<file path="config.mk">
export PLATFORM = sky130hd
export DESIGN_NAME = overcurrent_guard
export DESIGN_NICKNAME = d
export VERILOG_FILES = /design/src/rtl/overcurrent_guard.sv
export SDC_FILE = /design/constraint.sdc
export NUM_CORES = 1
export LEC_CHECK = 0
export CAP_MARGIN = 5
export CORE_ASPECT_RATIO = 0.7
export CORE_MARGIN = 10
export CORE_UTILIZATION = 35
export CTS_CLUSTER_DIAMETER = 200
export DETAILED_ROUTE_END_ITERATION = 10
export REMOVE_ABC_BUFFERS = 1
export SLEW_MARGIN = 40
export SYNTH_ARGS = -nofsm -noshare
export SYNTH_HDL_FRONTEND = slang
export SYNTH_SLANG_ARGS = --single-unit
</file>
<file path="constraint.sdc">
create_clock -name clk -period 2.95 [get_ports clk]
set_clock_uncertainty 0.15 [all_clocks]
set_input_delay 0.4425 -clock clk [delete_from_list [all_inputs] [get_ports clk]]
set_output_delay 0.4425 -clock clk [all_outputs]
set_load 0.01 [all_outputs]
</file>
<file path="src/rtl/overcurrent_guard.sv">
// rtl/overcurrent_guard.sv - BCD current decode, hysteresis trip, cooldown/retry and lockout guard
module overcurrent_guard #(
  parameter int SAMPLE_PERIOD       = 10000000,
  parameter int TRIP_LEVEL          = 95,
  parameter int CLEAR_LEVEL         = 85,
  parameter int TRIP_SAMPLES        = 3,
  parameter int COOLDOWN_SAMPLES    = 20,
  parameter int MAX_RETRIES         = 3,
  parameter int RETRY_RESET_SAMPLES = 100
) (
  input  logic        clk,
  input  logic        reset_n,
  input  logic [11:0] current_value,
  input  logic        run_req,
  input  logic        clear_fault,
  output logic        motor_en,
  output logic        fault,
  output logic        lockout,
  output logic [7:0]  current_pct,
  output logic [7:0]  peak_pct,
  output logic [3:0]  trip_count,
  output logic        bcd_error
);

  localparam int CW = (SAMPLE_PERIOD > 1) ? $clog2(SAMPLE_PERIOD) : 1;
  localparam logic [CW-1:0] SP_LAST   = CW'(SAMPLE_PERIOD - 1);
  localparam logic [7:0]    TRIP_PCT  = 8'(TRIP_LEVEL);
  localparam logic [7:0]    CLEAR_PCT = 8'(CLEAR_LEVEL);
  localparam logic [15:0]   TRIP_N    = 16'(TRIP_SAMPLES);
  localparam logic [15:0]   COOL_N    = 16'(COOLDOWN_SAMPLES);
  localparam logic [15:0]   RRS_N     = 16'(RETRY_RESET_SAMPLES);
  localparam logic [3:0]    MAXR_N    = 4'(MAX_RETRIES);

  typedef enum logic [1:0] {
    ST_RUN     = 2'd0,
    ST_TRIP    = 2'd1,
    ST_LOCKOUT = 2'd2
  } state_t;

  // sample timing
  logic [CW-1:0] cnt_q;
  logic          tick;

  // decode stage
  logic [3:0] units, tenths, hund;
  logic [7:0] pct_new;
  logic       invalid;
  logic [7:0] pct_q, peak_q;
  logic       inv_q, samp_q, bcd_err_q;

  // evaluation stage
  state_t      state_q, state_d;
  logic [15:0] over_q, over_d;
  logic [15:0] clean_q, clean_d;
  logic [15:0] cool_q, cool_d;
  logic [15:0] cool_inc;
  logic [3:0]  trip_q, trip_d;
  logic        motor_en_q, motor_en_d;
  logic        fault_q, fault_d;
  logic        lockout_q, lockout_d;
  logic        over_smp, clean_smp;

  assign tick = (cnt_q == SP_LAST);

  // Free-running sample counter; tick marks the last cycle of each period.
  always_ff @(posedge clk or negedge reset_n) begin
    if (!reset_n) begin
      cnt_q <= '0;
    end else if (tick) begin
      cnt_q <= '0;
    end else begin
      cnt_q <= cnt_q + CW'(1);
    end
  end

  // Digit layout: [3:0] hundreds-of-percent, [7:4] tens, [11:8] ones.
  // The raw sum wraps to 8 bits for invalid samples, which are fail-safe anyway.
  always_comb begin
    units   = current_value[3:0];
    tenths  = current_value[7:4];
    hund    = current_value[11:8];
    pct_new = 8'(units) * 8'd100 + 8'(tenths) * 8'd10 + 8'(hund);
    invalid = (units > 4'd1) || (tenths > 4'd9) || (hund > 4'd9);
  end

  // Capture the decoded sample on tick and maintain peak / sticky BCD error.
  always_ff @(posedge clk or negedge reset_n) begin
    if (!reset_n) begin
      pct_q     <= '0;
      peak_q    <= '0;
      inv_q     <= 1'b0;
      samp_q    <= 1'b0;
      bcd_err_q <= 1'b0;
    end else begin
      samp_q <= tick;
      if (tick) begin
        pct_q <= pct_new;
        inv_q <= invalid;
      end
      if (clear_fault) begin
        peak_q    <= '0;
        bcd_err_q <= 1'b0;
      end else if (tick) begin
        if (pct_new > peak_q) begin
          peak_q <= pct_new;
        end
        if (invalid) begin
          bcd_err_q <= 1'b1;
        end
      end
    end
  end

  // Classify the decoded sample; invalid BCD never counts as clean.
  always_comb begin
    over_smp  = inv_q || (pct_q >= TRIP_PCT);
    clean_smp = !inv_q && (pct_q < CLEAR_PCT);
  end

  // Next-state and counter logic; clear_fault overrides the sample evaluation.
  always_comb begin
    state_d  = state_q;
    over_d   = over_q;
    clean_d  = clean_q;
    cool_d   = cool_q;
    trip_d   = trip_q;
    cool_inc = (cool_q >= COOL_N) ? COOL_N : (cool_q + 16'd1);

    if (clear_fault) begin
      state_d = ST_RUN;
      over_d  = '0;
      clean_d = '0;
      cool_d  = '0;
      trip_d  = '0;
    end else if (samp_q) begin
      case (state_q)
        ST_RUN: begin
          if (over_smp) begin
            over_d = over_q + 16'd1;
          end else if (clean_smp) begin
            over_d = '0;
          end
          if (clean_smp) begin
            if ((clean_q + 16'd1) >= RRS_N) begin
              clean_d = '0;
              trip_d  = '0;
            end else begin
              clean_d = clean_q + 16'd1;
            end
          end else begin
            clean_d = '0;
          end
          if (over_smp && ((over_q + 16'd1) >= TRIP_N)) begin
            state_d = ST_TRIP;
            trip_d  = (trip_q == 4'hF) ? trip_q : (trip_q + 4'd1);
            over_d  = '0;
            cool_d  = '0;
          end
        end
        ST_TRIP: begin
          cool_d = cool_inc;
          if ((cool_inc >= COOL_N) && clean_smp) begin
            state_d = (trip_q >= MAXR_N) ? ST_LOCKOUT : ST_RUN;
            clean_d = '0;
            over_d  = '0;
          end
        end
        ST_LOCKOUT: begin
          state_d = ST_LOCKOUT;
        end
        default: begin
          state_d = ST_RUN;
        end
      endcase
    end

    motor_en_d = run_req && (state_d == ST_RUN);
    fault_d    = (state_d != ST_RUN);
    lockout_d  = (state_d == ST_LOCKOUT);
  end

  // State, counters and registered outputs; motor_en tracks the next state so
  // a trip drops it two cycles after the tick.
  always_ff @(posedge clk or negedge reset_n) begin
    if (!reset_n) begin
      state_q    <= ST_RUN;
      over_q     <= '0;
      clean_q    <= '0;
      cool_q     <= '0;
      trip_q     <= '0;
      motor_en_q <= 1'b0;
      fault_q    <= 1'b0;
      lockout_q  <= 1'b0;
    end else begin
      state_q    <= state_d;
      over_q     <= over_d;
      clean_q    <= clean_d;
      cool_q     <= cool_d;
      trip_q     <= trip_d;
      motor_en_q <= motor_en_d;
      fault_q    <= fault_d;
      lockout_q  <= lockout_d;
    end
  end

  assign motor_en    = motor_en_q;
  assign fault       = fault_q;
  assign lockout     = lockout_q;
  assign current_pct = pct_q;
  assign peak_pct    = peak_q;
  assign trip_count  = trip_q;
  assign bcd_error   = bcd_err_q;

endmodule

</file>
Word-level counts from Yosys, hierarchy flattened
Cells that the tools add are included.
{ "totals": {"output_inout_bits": 24, "ff_bits": 100, "in_bits": 16} }
{ "classes": {"eq_ne": 9, "multipliers": 2, "n_mux": 37, "n_reduce_logical": 25, "magnitude_cmp": 11, "add_sub_neg": 7} }
{ "op_table": {"columns": ["cell", "count"], "rows": [
  ["$mux 16", 14],
  ["$pmux 16 s2", 3],
  ["$add 16x1->16 const B", 3],
  ["$ge 16x5->1 const B", 2],
  ["$mux 4", 7],
  ["$add 24x1->24 const B", 1],
  ["$eq 24x24->1 const B", 1],
  ["$mux 24", 1],
  ["$mux 8", 3],
  ["$ge 16x2->1 const B", 1],
  ["$ge 16x7->1 const B", 1],
  ["$reduce_bool 2->1", 6],
  ["$mux 2", 5],
  ["$ne 3x3->1 const B", 3],
  ["$reduce_bool 3->1", 3],
  ["$add 8x4->8", 1],
  ["$add 8x8->8", 1],
  ["$ge 8x7->1 const B", 1],
  ["$gt 4x4->1 const B", 2],
  ["$gt 8x8->1", 1],
  ["$lt 8x7->1 const B", 1],
  ["$mul 4x3->7 const B", 1],
  ["$mul 4x5->6 const B", 1],
  ["$pmux 2 s3", 1],
  ["16 further kinds", 27]
]} }

Longest topological paths before layout
{ "logic_depth": {"depth_word": 10, "depth_mapped": 16, "ltp_nobuf": 16} }

Worst setup path before layout
No wires, ideal clock.
{ "synth_path": {"path_type": "input-to-reg", "start": "input current_value[5]", "end": "register peak_q[0], in the netlist peak_pct[0]", "t_required_ns": 2.668, "path_stages": 15, "arrival_ns": 3.487, "n_path_buf": 0, "setup_slack_ns": -0.818, "setup_ns": 0.132, "cell_sequence": "ha_1 ha_1 fa_1 ha_1 ha_1 inv_1 o21bai_1 a21oi_1 xnor2_1 ha_1 nand4_1 o21bai_1 a21oi_4 mux2i_1 nor2_1"} }
{ "synth_between": {"elab_chain_len": 6} }
{ "synth_lines": {"columns": ["element", "line", "source"], "rows": [
  ["start, declared", "13", "input logic [11:0] current_value,"],
  ["$mul 4x3->7", "82", "pct_new = 8'(units) * 8'd100 + 8'(tenths) * 8'd10 + 8'(hund);"],
  ["$add 8x8->8", "82", null],
  ["$add 8x4->8", "82", null],
  ["net pct_new[7]", "46", "logic [7:0] pct_new;"],
  ["$gt 8x8->1", "104", "if (pct_new > peak_q) begin"],
  ["$reduce_bool 2->1 (no source line)", null, null],
  ["$reduce_and 2->1 (no source line)", null, null],
  ["end signal, assigned", "105", "peak_q <= pct_new;"],
  ["end, declared", "48", "logic [7:0] pct_q, peak_q;"]
]} }
The timed path passes the listed nets, and every way through them passes these cells.
A chain may end at the register's enable or synchronous reset.

Worst setup path in the final report
{ "layout_path": {"start": "input current_value[7]", "end": "register peak_q[1], in the netlist peak_pct[1]"} }
The elaborated chain is that of the path after synthesis.

==> impl_summary.log <==
[metrics] run status: finished with violations
[metrics] violations in the final reports: setup timing
[metrics] number of buffers on the longest clock path: 2
[metrics] antenna cell count: 0
[metrics] flip-flop and latch count after synthesis: 100
[metrics] largest fanout of any net on the critical path: 8
[metrics] total number of clock tree sinks: 100
[metrics] setup slack, reg-to-reg: 0.21 ns
[metrics] Placer Congestion: 0.862
[metrics] final clock period utilization by the worst path: 1.20
[metrics] Global Route met3 Usage: 0.0333
[metrics] Port Buffers: 39
[metrics] die footprint: 21300 um2
[metrics] area added between synthesis and finish: 23.5%
[metrics] critical path start-end classification: in -> reg
[metrics] Hold Violations, Final: 0
[metrics] DIE HEIGHT: 125 um
[metrics] I/O pin cnt: 40
[metrics] fraction of layout instances using a drive strength above 1: 0.160
[metrics] sequential cell area fraction in the yosys report: 0.452
[metrics] met2 layer usage reported by global route: 0.177
[metrics] pin slew with the least headroom to its limit: 0.529 ns
[metrics] post-place instance area: 6340 um2
[metrics] number of DRC violations after detailed-routing iteration 0: 260
[metrics] total congestion overflow after global routing: 0
[metrics] type of the worst min-delay path: reg -> reg
[metrics] row count: 38
[metrics] Worst EP required: 3.03 ns
[metrics] synthesized instance count: 536
[metrics] Clock Pin Slew Worst Setup and Hold Paths: 0.07 ns
[metrics] maximum capacitance violations: 0
[metrics] crit path setup slack, layout: -0.582 ns
[metrics] most used flip-flop cell after synthesis: dfrtp_1
[metrics] startpoint class of the critical path: input pin
[metrics] layout net count: 663
[metrics] total track usage: 0.121
[metrics] number of synthesis warnings: 0
[metrics] Clk Latency, worst-skew pair: 0.34 ns
[metrics] post-detailed-route DRC marker count: 0
[metrics] final slew viol count: 0
[metrics] Vias: 4196
[metrics] data arrival time at the worst-slack endpoint: 3.61 ns
[metrics] final total power: 3190 uW
[metrics] worst slew margin relative to its limit: 0.643
[metrics] Max IR drop VDD: 0.256 mV
[metrics] antenna violations before repair: 1
[metrics] Die Span X: 170 um
[metrics] hold depth: 1
[metrics] unrepaired setup endpoints after global routing: true
[metrics] total wirelength of the detailed-routed design: 12.7 mm
[metrics] crit path capture type: register
[metrics] number of detailed-routing iterations run before antenna repair: 4
[metrics] via count of the first global-routing pass: 4120
[metrics] wire length of the first global-routing pass: 21.2 mm
[metrics] maximum achievable frequency: 283 MHz
[metrics] half-perimeter wire length after detailed placement: 9.56 mm
[metrics] Post-Syn Area: 5540 um2
[metrics] Netlist cell types: 65
[metrics] final setup violating endpoints: 8
[metrics] CTS tree: done
[metrics] H-tree depth: 3
[metrics] Power per Cell Area: 466 nW/um2
[metrics] total non-filler cell area in the finished layout: 6840 um2
[metrics] leakage power: 0.00299 uW
[metrics] Final Critical Period: 3.53 ns
[metrics] depth of the worst register-to-register path: 8
[metrics] average size of a mapped cell: 10.3 um2
[metrics] wire per inst: 15.7 um
[metrics] core box area: 15500 um2
[metrics] pin count of the biggest net entering global routing: 60
[metrics] ANT nets after route: 0
[metrics] Top Usage Layer GRT: met2
[metrics] number of vias per cell: 5.15
[metrics] number of enable flip-flop cells after synthesis: 0
[metrics] initial standard-cell utilization of the core: 0.357
[metrics] CTS Buf Count: 9
[metrics] ys async rst share: 1.00
[metrics] global-route track usage on met1: 0.176
[metrics] Clk Tree Root Cell: clkbuf_16
layout make-up:
cell class	count	area [um2]
clock buffers	11	243
clock inverters	5	60.1
fillers	1456	8660
inverters	27	101
multi-input cells	396	2990
flip-flops and latches	100	2500
well taps	200	250
repair buffers	75	691
power breakdown:
part | internal, uW | switching, uW
clock network | 684 | 502
logic | 329 | 304
registers | 1370 | 0.316
worst paths after layout:
check                                        from                         to
min reg2reg                    cnt_q[0]$_DFF_PN0_         cnt_q[0]$_DFF_PN0_
max                              current_value[7]    peak_pct[1]$_DFFE_PN0P_
min                            cnt_q[0]$_DFF_PN0_         cnt_q[0]$_DFF_PN0_
max in group asynchronous                 reset_n      bcd_error$_DFFE_PN0P_
min in group asynchronous                 reset_n  trip_count[1]$_DFFE_PN0P_
max reg2reg                clean_q[0]$_DFFE_PN0P_  trip_count[2]$_DFFE_PN0P_
stage by stage:
step / util / cells / setup TNS, ns / setup WS (ns) / hold slack, ns
floorplan: - / 523 / -6.77 / -0.846 / -0.00309
global placement: 0.409 / 791 / -13.40 / -1.43 / 0.288
detailed placement: 0.409 / 791 / -14.26 / -1.53 / 0.300
CTS: 0.436 / 812 / -4.71 / -0.605 / 0.308
global route: 0.441 / 814 / -5.50 / -0.721 / 0.338
finish: 0.441 / 814 / -4.56 / -0.582 / 0.303
flip-flops by register name, summed over array words and instances (netlist names):
name,cells
cnt_q,24
clean_q,16
cool_q,16
over_q,16
current_pct,8
peak_pct,8
trip_count,4
state_q,2
bcd_error,1
fault,1
inv_q,1
lockout,1
motor_en,1
samp_q,1
cells in the final DEF, fill, tap and decap left out, types with 4 or more instances in the layout:
cell type and count:
a21o_1 6, buf_4 33, mux2i_1 11, nor2b_1 19, nor3_1 13, xor2_1 14, and2_1 28, nor2_1 48
mux2_2 12, nor4b_1 4, o21a_1 4, nand3_1 22, clkdlybuf4s50_1 30, nor4_1 7, a21oi_2 4, o21ai_0 11
ha_4 6, nand4_1 15, inv_1 23, nand2_1 25, and3_1 8, o32ai_1 4, dfrtp_1 100, ha_1 26
xnor2_1 18, o31a_1 4, nand2b_1 6, clkbuf_16 9, a31oi_1 8, inv_2 4, a21oi_1 12
logic make-up after synthesis:
| kind of cell | Yosys count | share of synthesized area |
|---|---|---|
| AND/OR/NAND/NOR | 213 | 0.211 |
| adder cells (fa/ha/maj) | 38 | 0.0912 |
| flip-flops | 100 | 0.452 |
| multiplexers | 24 | 0.0463 |
| XOR/XNOR | 33 | 0.0522 |
| buffers and inverters | 40 | 0.0307 |
| AO/OA/AOI/OAI | 88 | 0.117 |
critical path: stages:
cell and delay [ns]:
buf_8 0.10, ha_4 0.23, ha_4 0.15, fa_1 0.52
ha_4 0.21, ha_4 0.26, inv_2 0.03, o21bai_1 0.18
a21oi_2 0.10, xnor2_2 0.16, ha_1 0.31, nand4_1 0.15
o21bai_4 0.21, a21oi_4 0.14, buf_12 0.15, mux2i_1 0.19
nor2_1 0.06
routing by layer:
| layer | share of wire | wire length (um) |
|---|---|---|
| met1 | 0.52 | 6630 |
| met4 | 0.0055 | 70 |
| met5 | 0 | 0 |
| met2 | 0.44 | 5570 |
| met3 | 0.037 | 473 |
Yosys cell counts (4+ instances only):
cell	n	area share
nand4_1	15	0.017
nand2b_1	6	0.0068
dfrtp_1	100	0.45
o21a_1	4	0.0054
a31oi_1	8	0.0090
nor4_1	8	0.0090
mux2i_1	11	0.020
nand2_1	25	0.017
inv_1	27	0.018
nand3_1	22	0.020
o31a_1	4	0.0063
and2_1	28	0.032
o32ai_1	4	0.0063
nor3_1	13	0.012
a21oi_1	16	0.014
xor2_1	14	0.022
and3_1	8	0.0090
clkbuf_1	6	0.0041
fa_1	4	0.014
a21o_1	6	0.0081
nor2_1	48	0.033
nor4b_1	4	0.0063
mux2_2	13	0.026
ha_1	34	0.077
o21ai_0	12	0.011
nor2b_1	19	0.021
xnor2_1	19	0.030
repair_timing:
item / in CTS / in global routing
endpoints found under the setup margin: 11 / 13
pin swaps: 18 / 26
gates resized for setup: 36 / 16
hold buffers: 1 / 0
buffers inserted: 4 / 3
hold endpoints to repair: 41 / 0
Note: power is estimated with default switching activity, not from simulation.
